<file path="src/rtl/apb_master_bridge_pkg.sv">
// Shared types and helpers for the APB master bridge: FSM state encoding and
// wait-counter sizing.
package apb_master_bridge_pkg;

  typedef enum logic [1:0] {
    ST_IDLE   = 2'd0,
    ST_SETUP  = 2'd1,
    ST_ACCESS = 2'd2
  } apbState_e;

  // Counter must be able to hold TIMEOUT itself; never narrower than one bit.
  function automatic int unsigned waitCntWidth(input int unsigned timeout);
    int unsigned w;
    w = (timeout == 0) ? 1 : $clog2(timeout + 1);
    return w;
  endfunction

endpackage

</file>
<file path="src/rtl/apb_master_bridge_timeout_cnt.sv">
// Saturating ACCESS wait counter; flags the stalled cycle that would bring the
// count up to TIMEOUT so the FSM can abort on that same edge.
module apb_timeout_cnt
  import apb_master_bridge_pkg::*;
#(
  parameter int unsigned TIMEOUT = 16
) (
  input  logic pclk,
  input  logic preset,
  input  logic i_clear,
  input  logic i_enable,
  output logic o_expired
);

  localparam int unsigned CNT_W = waitCntWidth(TIMEOUT);
  localparam logic [CNT_W-1:0] CNT_MAX = '1;

  logic [CNT_W-1:0] r_count;

  always_ff @(posedge pclk) begin
    if (preset || i_clear) begin
      r_count <= '0;
    end else if (i_enable && (r_count != CNT_MAX)) begin
      r_count <= r_count + {{(CNT_W-1){1'b0}}, 1'b1};
    end
  end

  generate
    if (TIMEOUT == 0) begin : g_noTimeout
      assign o_expired = 1'b0;
    end else begin : g_timeout
      localparam logic [CNT_W:0] LIMIT = (CNT_W+1)'(TIMEOUT);
      logic [CNT_W:0] w_countInc;
      assign w_countInc = {1'b0, r_count} + {{CNT_W{1'b0}}, 1'b1};
      assign o_expired  = i_enable && (w_countInc >= LIMIT);
    end
  endgenerate

endmodule

</file>
<file path="src/rtl/apb_master_bridge.sv">
// APB initiator: accepts valid/ready commands, runs SETUP/ACCESS transfers and
// reports each result as a single-cycle response pulse.
module apb_master_bridge
  import apb_master_bridge_pkg::*;
#(
  parameter int unsigned ADDR_W  = 32,
  parameter int unsigned DATA_W  = 32,
  parameter int unsigned TIMEOUT = 16
) (
  input  logic              pclk,
  input  logic              preset,
  input  logic              cmd_valid,
  output logic              cmd_ready,
  input  logic [ADDR_W-1:0] cmd_addr,
  input  logic              cmd_write,
  input  logic [DATA_W-1:0] cmd_wdata,
  output logic              rsp_valid,
  output logic [DATA_W-1:0] rsp_rdata,
  output logic              rsp_err,
  output logic              psel,
  output logic              penable,
  output logic [ADDR_W-1:0] paddr,
  output logic              pwrite,
  output logic [DATA_W-1:0] pwdata,
  input  logic [DATA_W-1:0] prdata,
  input  logic              pready,
  input  logic              pslverr
);

  apbState_e         r_state;
  apbState_e         w_nextState;
  logic              w_accept;
  logic              w_complete;
  logic              w_abort;
  logic              w_expired;
  logic              r_psel;
  logic              r_penable;
  logic [ADDR_W-1:0] r_paddr;
  logic              r_pwrite;
  logic [DATA_W-1:0] r_pwdata;
  logic              r_rspValid;
  logic [DATA_W-1:0] r_rspRdata;
  logic              r_rspErr;

  apb_timeout_cnt #(
    .TIMEOUT (TIMEOUT)
  ) u_timeoutCnt (
    .pclk      (pclk),
    .preset    (preset),
    .i_clear   (r_state == ST_SETUP),
    .i_enable  ((r_state == ST_ACCESS) && !pready),
    .o_expired (w_expired)
  );

  always_comb begin
    w_nextState = ST_IDLE;
    w_accept    = 1'b0;
    w_complete  = 1'b0;
    w_abort     = 1'b0;
    case (r_state)
      ST_IDLE: begin
        if (cmd_valid) begin
          w_accept    = 1'b1;
          w_nextState = ST_SETUP;
        end
      end
      ST_SETUP: w_nextState = ST_ACCESS;
      ST_ACCESS: begin
        if (pready) begin
          w_complete = 1'b1;
        end else if (w_expired) begin
          w_abort = 1'b1;
        end else begin
          w_nextState = ST_ACCESS;
        end
      end
      default: w_nextState = ST_IDLE;
    endcase
  end

  // Bus controls are computed from the next state so they leave the flops
  // already aligned with the phase they belong to.
  always_ff @(posedge pclk) begin
    if (preset) begin
      r_state    <= ST_IDLE;
      r_psel     <= 1'b0;
      r_penable  <= 1'b0;
      r_paddr    <= '0;
      r_pwrite   <= 1'b0;
      r_pwdata   <= '0;
      r_rspValid <= 1'b0;
      r_rspRdata <= '0;
      r_rspErr   <= 1'b0;
    end else begin
      r_state    <= w_nextState;
      r_psel     <= (w_nextState == ST_SETUP) || (w_nextState == ST_ACCESS);
      r_penable  <= (w_nextState == ST_ACCESS);
      r_rspValid <= w_complete || w_abort;
      if (w_accept) begin
        r_paddr  <= cmd_addr;
        r_pwrite <= cmd_write;
        r_pwdata <= cmd_wdata;
      end
      if (w_complete) begin
        r_rspErr   <= pslverr;
        r_rspRdata <= (!r_pwrite && !pslverr) ? prdata : '0;
      end else if (w_abort) begin
        r_rspErr   <= 1'b1;
        r_rspRdata <= '0;
      end
    end
  end

  assign cmd_ready = (r_state == ST_IDLE);
  assign psel      = r_psel;
  assign penable   = r_penable;
  assign paddr     = r_paddr;
  assign pwrite    = r_pwrite;
  assign pwdata    = r_pwdata;
  assign rsp_valid = r_rspValid;
  assign rsp_rdata = r_rspRdata;
  assign rsp_err   = r_rspErr;

endmodule
</file>
<file path="config.mk">
export PLATFORM = sky130hd
export DESIGN_NAME = apb_master_bridge
export DESIGN_NICKNAME = d
export VERILOG_FILES = /design/src/rtl/apb_master_bridge_pkg.sv /design/src/rtl/apb_master_bridge_timeout_cnt.sv /design/src/rtl/apb_master_bridge.sv
export SDC_FILE = /design/constraint.sdc
export NUM_CORES = 1
export LEC_CHECK = 0
export CORE_MARGIN = 2
export CORE_UTILIZATION = 43
export DETAILED_ROUTE_END_ITERATION = 8
export GPL_TIMING_DRIVEN = 1
export PLACE_DENSITY = 0.91
export RECOVER_POWER = 50
export SYNTH_ARGS = -nofsm -noshare
export SYNTH_HDL_FRONTEND = slang
export SYNTH_SLANG_ARGS = --single-unit
</file>
<file path="constraint.sdc">
create_clock -name pclk -period 6.09 [get_ports pclk]
set_input_delay 0.609 -clock pclk [delete_from_list [all_inputs] [get_ports pclk]]
set_output_delay 0.609 -clock pclk [all_outputs]
set_load 0.02 [all_outputs]
</file>
==> results.md <==
- The flow ran to the end, but the final reports show violations.
- The final reports fail on max-capacitance violations, max-slew violations.
- The remaining routing DRC violations is 0.
- After detailed routing, the average wire length per cell comes to around 15 um.
- The area overhead of the layout relative to synthesis is 55.8%.
- At the end of routability-driven placement, the weighted congestion stood at 0.816.
- Of the total synthesized cell area, the portion taken by AND, OR, NAND and NOR gates is 21.2%.
- The class of the most critical hold timing path is reg -> reg.
- The classification of the worst setup path is reg -> reg.
- The final critical-path required period is 2.91 ns.
- The worst setup path is captured at a flop.
- Sequential cells were found to cover between 50% and 60% of the synthesized design area.
- Clock latency on the worst-skew pair, taken at its later pin, is 0.36 ns.
- Sorting the synthesized cells by area gives the leading types as sky130_fd_sc_hd__dfxtp_1 (53%), sky130_fd_sc_hd__a21oi_1 (13%), sky130_fd_sc_hd__nand2_1 (12%).
- The number of port buffers is slightly above 200.
- The CTS H-tree depth is 3.
- The slowest stage of the critical path belongs to the cell sky130_fd_sc_hd__nor2_2.
- The vertical extent of the die is about 100 um.
- The total overflow left after global routing is 0.
- The worst pin sits at a relative slew slack of -34.9%.
- Summed over its instances, the top area cell type makes up 52.5% of the synthesized netlist area.
- In this design, the stage delay of the slowest critical-path cell is 0.99 ns.
- The multiplexer area fraction after synthesis is 0%.
- Clock skew on the completed layout was measured at 0.0107 ns.
- Across every metal layer, demand over resource in global routing totals between 20% and 30%.
- The tightest hold margin is approximately 0.45 ns.
- The via density per instance is 5.22.
- The worst register-to-register path has a setup slack of 3.18 ns.
- STA classifies the critical path startpoint as a flop.
- The main combinational cell family by area after synthesis is simple AND/OR/NAND/NOR gates.
- The compound-cell area share of the yosys netlist is 20.2%.
- The worst-case IR drop observed on VDD is 0.154 mV.
- TritonCTS built the clock tree.
- Dividing total power by cell area gives a power density of 236 mW/mm^2.
- The placed standard-cell area is 0.00617 sq mm.
- The overall die area is 0.0104 sq mm.
- The first global-routing pass estimated 19,300 um of wire.
- Hold repair after CTS inserted 0 buffers.
- The max-slew violation count is 68.
- Data on the critical path is required at its endpoint by 6.38 ns.
- The HPWL after detailed placement is 8100 um.
- For the worst setup path, the data arrival time is 3.20 ns.
- In this run the cell area of the synthesized design comes to 0.00412 sq mm.
- The number of DRC markers in iteration 0 is 112.
- The share of final-layout standard cells stronger than drive strength 1 is about 3.6%.
- After technology mapping, the gate count stands at 488.
- Fill cells in the final layout number 734.
- The total iterations of the first detailed-routing run is 4.
- Summed over all layers, the routed wires come to 12,100 um.
- At the pin with the least slew margin, the transition time is just over 2 ns.
- Entering global routing, the biggest net connects 105 pins.
- During I/O placement, the number of pins put on the boundary was 204.
- The largest driver fanout on the critical path is 34.
- Counting distinct cell types in the post-synthesis netlist gives 27.
- The initial antenna violation count is 0.
- The clock drives 108 sinks.
- After routing, the total negative slack on setup checks comes to 0 ns.
- The post-cts sizing count is 0.
- After clock tree synthesis, the clock-pin slew on the worst setup and hold paths is 0.10 ns.
- The net count after synthesis is 593.
- Measured along the x axis, the die boundary spans 102 um.
- The CTS buffer count is 9.
- The repair_antennas step left the layout with diodes totalling 0.
- The xor and xnor fraction of the mapped netlist area is 0.213%.
- The detailed router placed between 4,000 and 5,000 vias in this run.
- Post-CTS timing repair inserted 0 buffers for setup.
- The most used cell along the critical path is sky130_fd_sc_hd__ha_1.
- Setup repair after global routing left no endpoint under its margin.
- The total of endpoints with negative setup slack in the final report is 0.
- The synthesized netlist devotes 0.912% of its cell area to adder and majority cells.
- The number of register bits inferred by synthesis is roughly 110.
- The count of standard-cell rows is 35.
- The net count of the finished layout is 766.
- The worst setup slack after layout is about 3.2 ns.
- After layout, the worst path uses 47.8% of the clock period.
- The design area is 0.00641 sq mm.
- The largest total area in the synthesized netlist belongs to sky130_fd_sc_hd__dfxtp_1.
- The initial core utilization is between 40 and 50%.
- The count of antenna-violating nets left after detailed routing is 0.
- Counting along the longest clock path gives a buffer depth of 2.
- For this run, the number of Yosys warnings is 0.
- The area of the core is 0.00928 sq mm.
- The cell at the root of the clock tree is sky130_fd_sc_hd__clkbuf_8.
- The mean post-synth cell area is 8.43 sq um.
- The tool flagged a number of max-cap violations equal to 1.
- The number of global-route vias before repair is 4,065.
- The number of endpoints with negative hold slack in the final report is 0.
- Timing would allow up to roughly 340 MHz.
- Before CTS, the worst setup slack after placement is 3.20 ns.
- Traced cell by cell, the critical path runs through ha_1 -> and3_1 -> ha_1 -> nor2_2 -> o2111ai_1 -> nand2_1 -> ha_1 -> nor2_1.
- The analysis attributes to cell leakage a power of 2.51 nW.
[cell families (layout without fill, tap and decap cells)]
| kind of cell | Yosys count | count (layout) |
|---|---|---|
| AO/OA/AOI/OAI | 140 | 140 |
| AND/OR/NAND/NOR | 187 | 187 |
| adder cells (fa/ha/maj) | 3 | 3 |
| flip-flops | 108 | 108 |
| buffers and inverters | 49 | 227 |
| XOR/XNOR | 1 | 1 |
[critical path: cells and delay by family, from the launching register on]
family / cells / cell delay [ns]
compound gates: 1 / 0.31
fa+ha+maj: 3 / 0.76
flops: 1 / 0.35
simple gates: 4 / 1.43
[per-layer routing]
layer | track usage (%) | part of all wire (%) | up-vias
met5 | 0 | 0 | -
met4 | 9.13 | 2.0 | 0
li1 | - | - | 2029
met2 | 40.0 | 49 | 159
met1 | 27.9 | 41 | 1947
met3 | 6.91 | 8.0 | 18
[path summary, 6_finish.rpt]
kind / from / end / cells past startpoint
worst max-delay path: u_timeoutCnt.r_count[0] / psel / 8
worst min register to register: pwdata[13] / pwdata[13] / 2
worst max register to register: u_timeoutCnt.r_count[0] / psel / 8
worst min-delay path: pwdata[13] / pwdata[13] / 2
[where the power goes]
part	switching [mW]	internal [mW]	total, mW
Combinational	0.127	0.125	0.253
Sequential	0.0190	0.738	0.757
Clock	0.238	0.268	0.506
Total	0.384	1.13	1.52
[cell usage in the layout, fill, tap and decap left out, drive strengths merged]
cell type / n
nand2: 136
dfxtp: 108
a21oi: 103
clkdlybuf4s50: 102
dlygate4sd3: 100
nand3b: 32
o221ai: 32
clkbuf: 12
buf: 5
inv: 5
nor2: 5
ha: 3
nand2b: 2
o21ai: 2
or3: 2
bufinv: 2
and3: 1
nand3: 1
o2111ai: 1
nor3b: 1
nor4bb: 1
or2b: 1
nand4b: 1
or4b: 1
nor4b: 1
xnor2: 1
nor2b: 1
o21a: 1
nor3: 1
a211o: 1
clkinv: 1
[layout make-up]
cell class	count	area, sq um	share of cell area [%]
sequential	108	2160	33.7
timing repair buffer	207	2060	32.1
multi-input combinational	331	1770	27.6
clock buffer	12	165	2.58
tap	129	161	2.52
clock inverter	4	77.6	1.21
inverter	4	15.0	0.234
[per-stage QoR]
stage               util (%)  total power [mW]  instances
finish                  69.0              1.52        795
global route            69.0              1.58        795
CTS                     69.1              1.54        795
detailed placement      66.5              1.04        779
global placement        66.5              1.03        779
floorplan                  -             0.891        488
[cells in the mapped netlist]
cell                        count
sky130_fd_sc_hd__nand3b_1      32
sky130_fd_sc_hd__or4b_4         1
sky130_fd_sc_hd__clkbuf_1      30
sky130_fd_sc_hd__ha_1           3
sky130_fd_sc_hd__dfxtp_1      108
sky130_fd_sc_hd__nor4b_1        1
sky130_fd_sc_hd__nor2b_1        1
sky130_fd_sc_hd__nand2b_1       2
sky130_fd_sc_hd__nand4b_1       1
sky130_fd_sc_hd__a211o_1        1
sky130_fd_sc_hd__xnor2_1        1
sky130_fd_sc_hd__nor2_1         5
sky130_fd_sc_hd__nor4bb_1       1
sky130_fd_sc_hd__o21ai_0        2
sky130_fd_sc_hd__inv_1          4
sky130_fd_sc_hd__nand3_1        1
sky130_fd_sc_hd__buf_2         15
sky130_fd_sc_hd__o21a_1         1
sky130_fd_sc_hd__nand2_1      136
sky130_fd_sc_hd__or3_1          2
sky130_fd_sc_hd__o221ai_1      32
sky130_fd_sc_hd__or2b_1         1
sky130_fd_sc_hd__nor3_1         1
sky130_fd_sc_hd__a21oi_1      103
sky130_fd_sc_hd__and3_1         1
sky130_fd_sc_hd__nor3b_1        1
sky130_fd_sc_hd__o2111ai_1      1
[flip-flops by register name, indices dropped and copies added, names as in the netlist]
| name | flops |
|---|---|
| paddr | 32 |
| pwdata | 32 |
| rsp_rdata | 32 |
| u_timeoutCnt.r_count | 5 |
| r_state | 2 |
| penable | 1 |
| psel | 1 |
| pwrite | 1 |
| rsp_err | 1 |
| rsp_valid | 1 |
(Power assumes the default switching activity.)
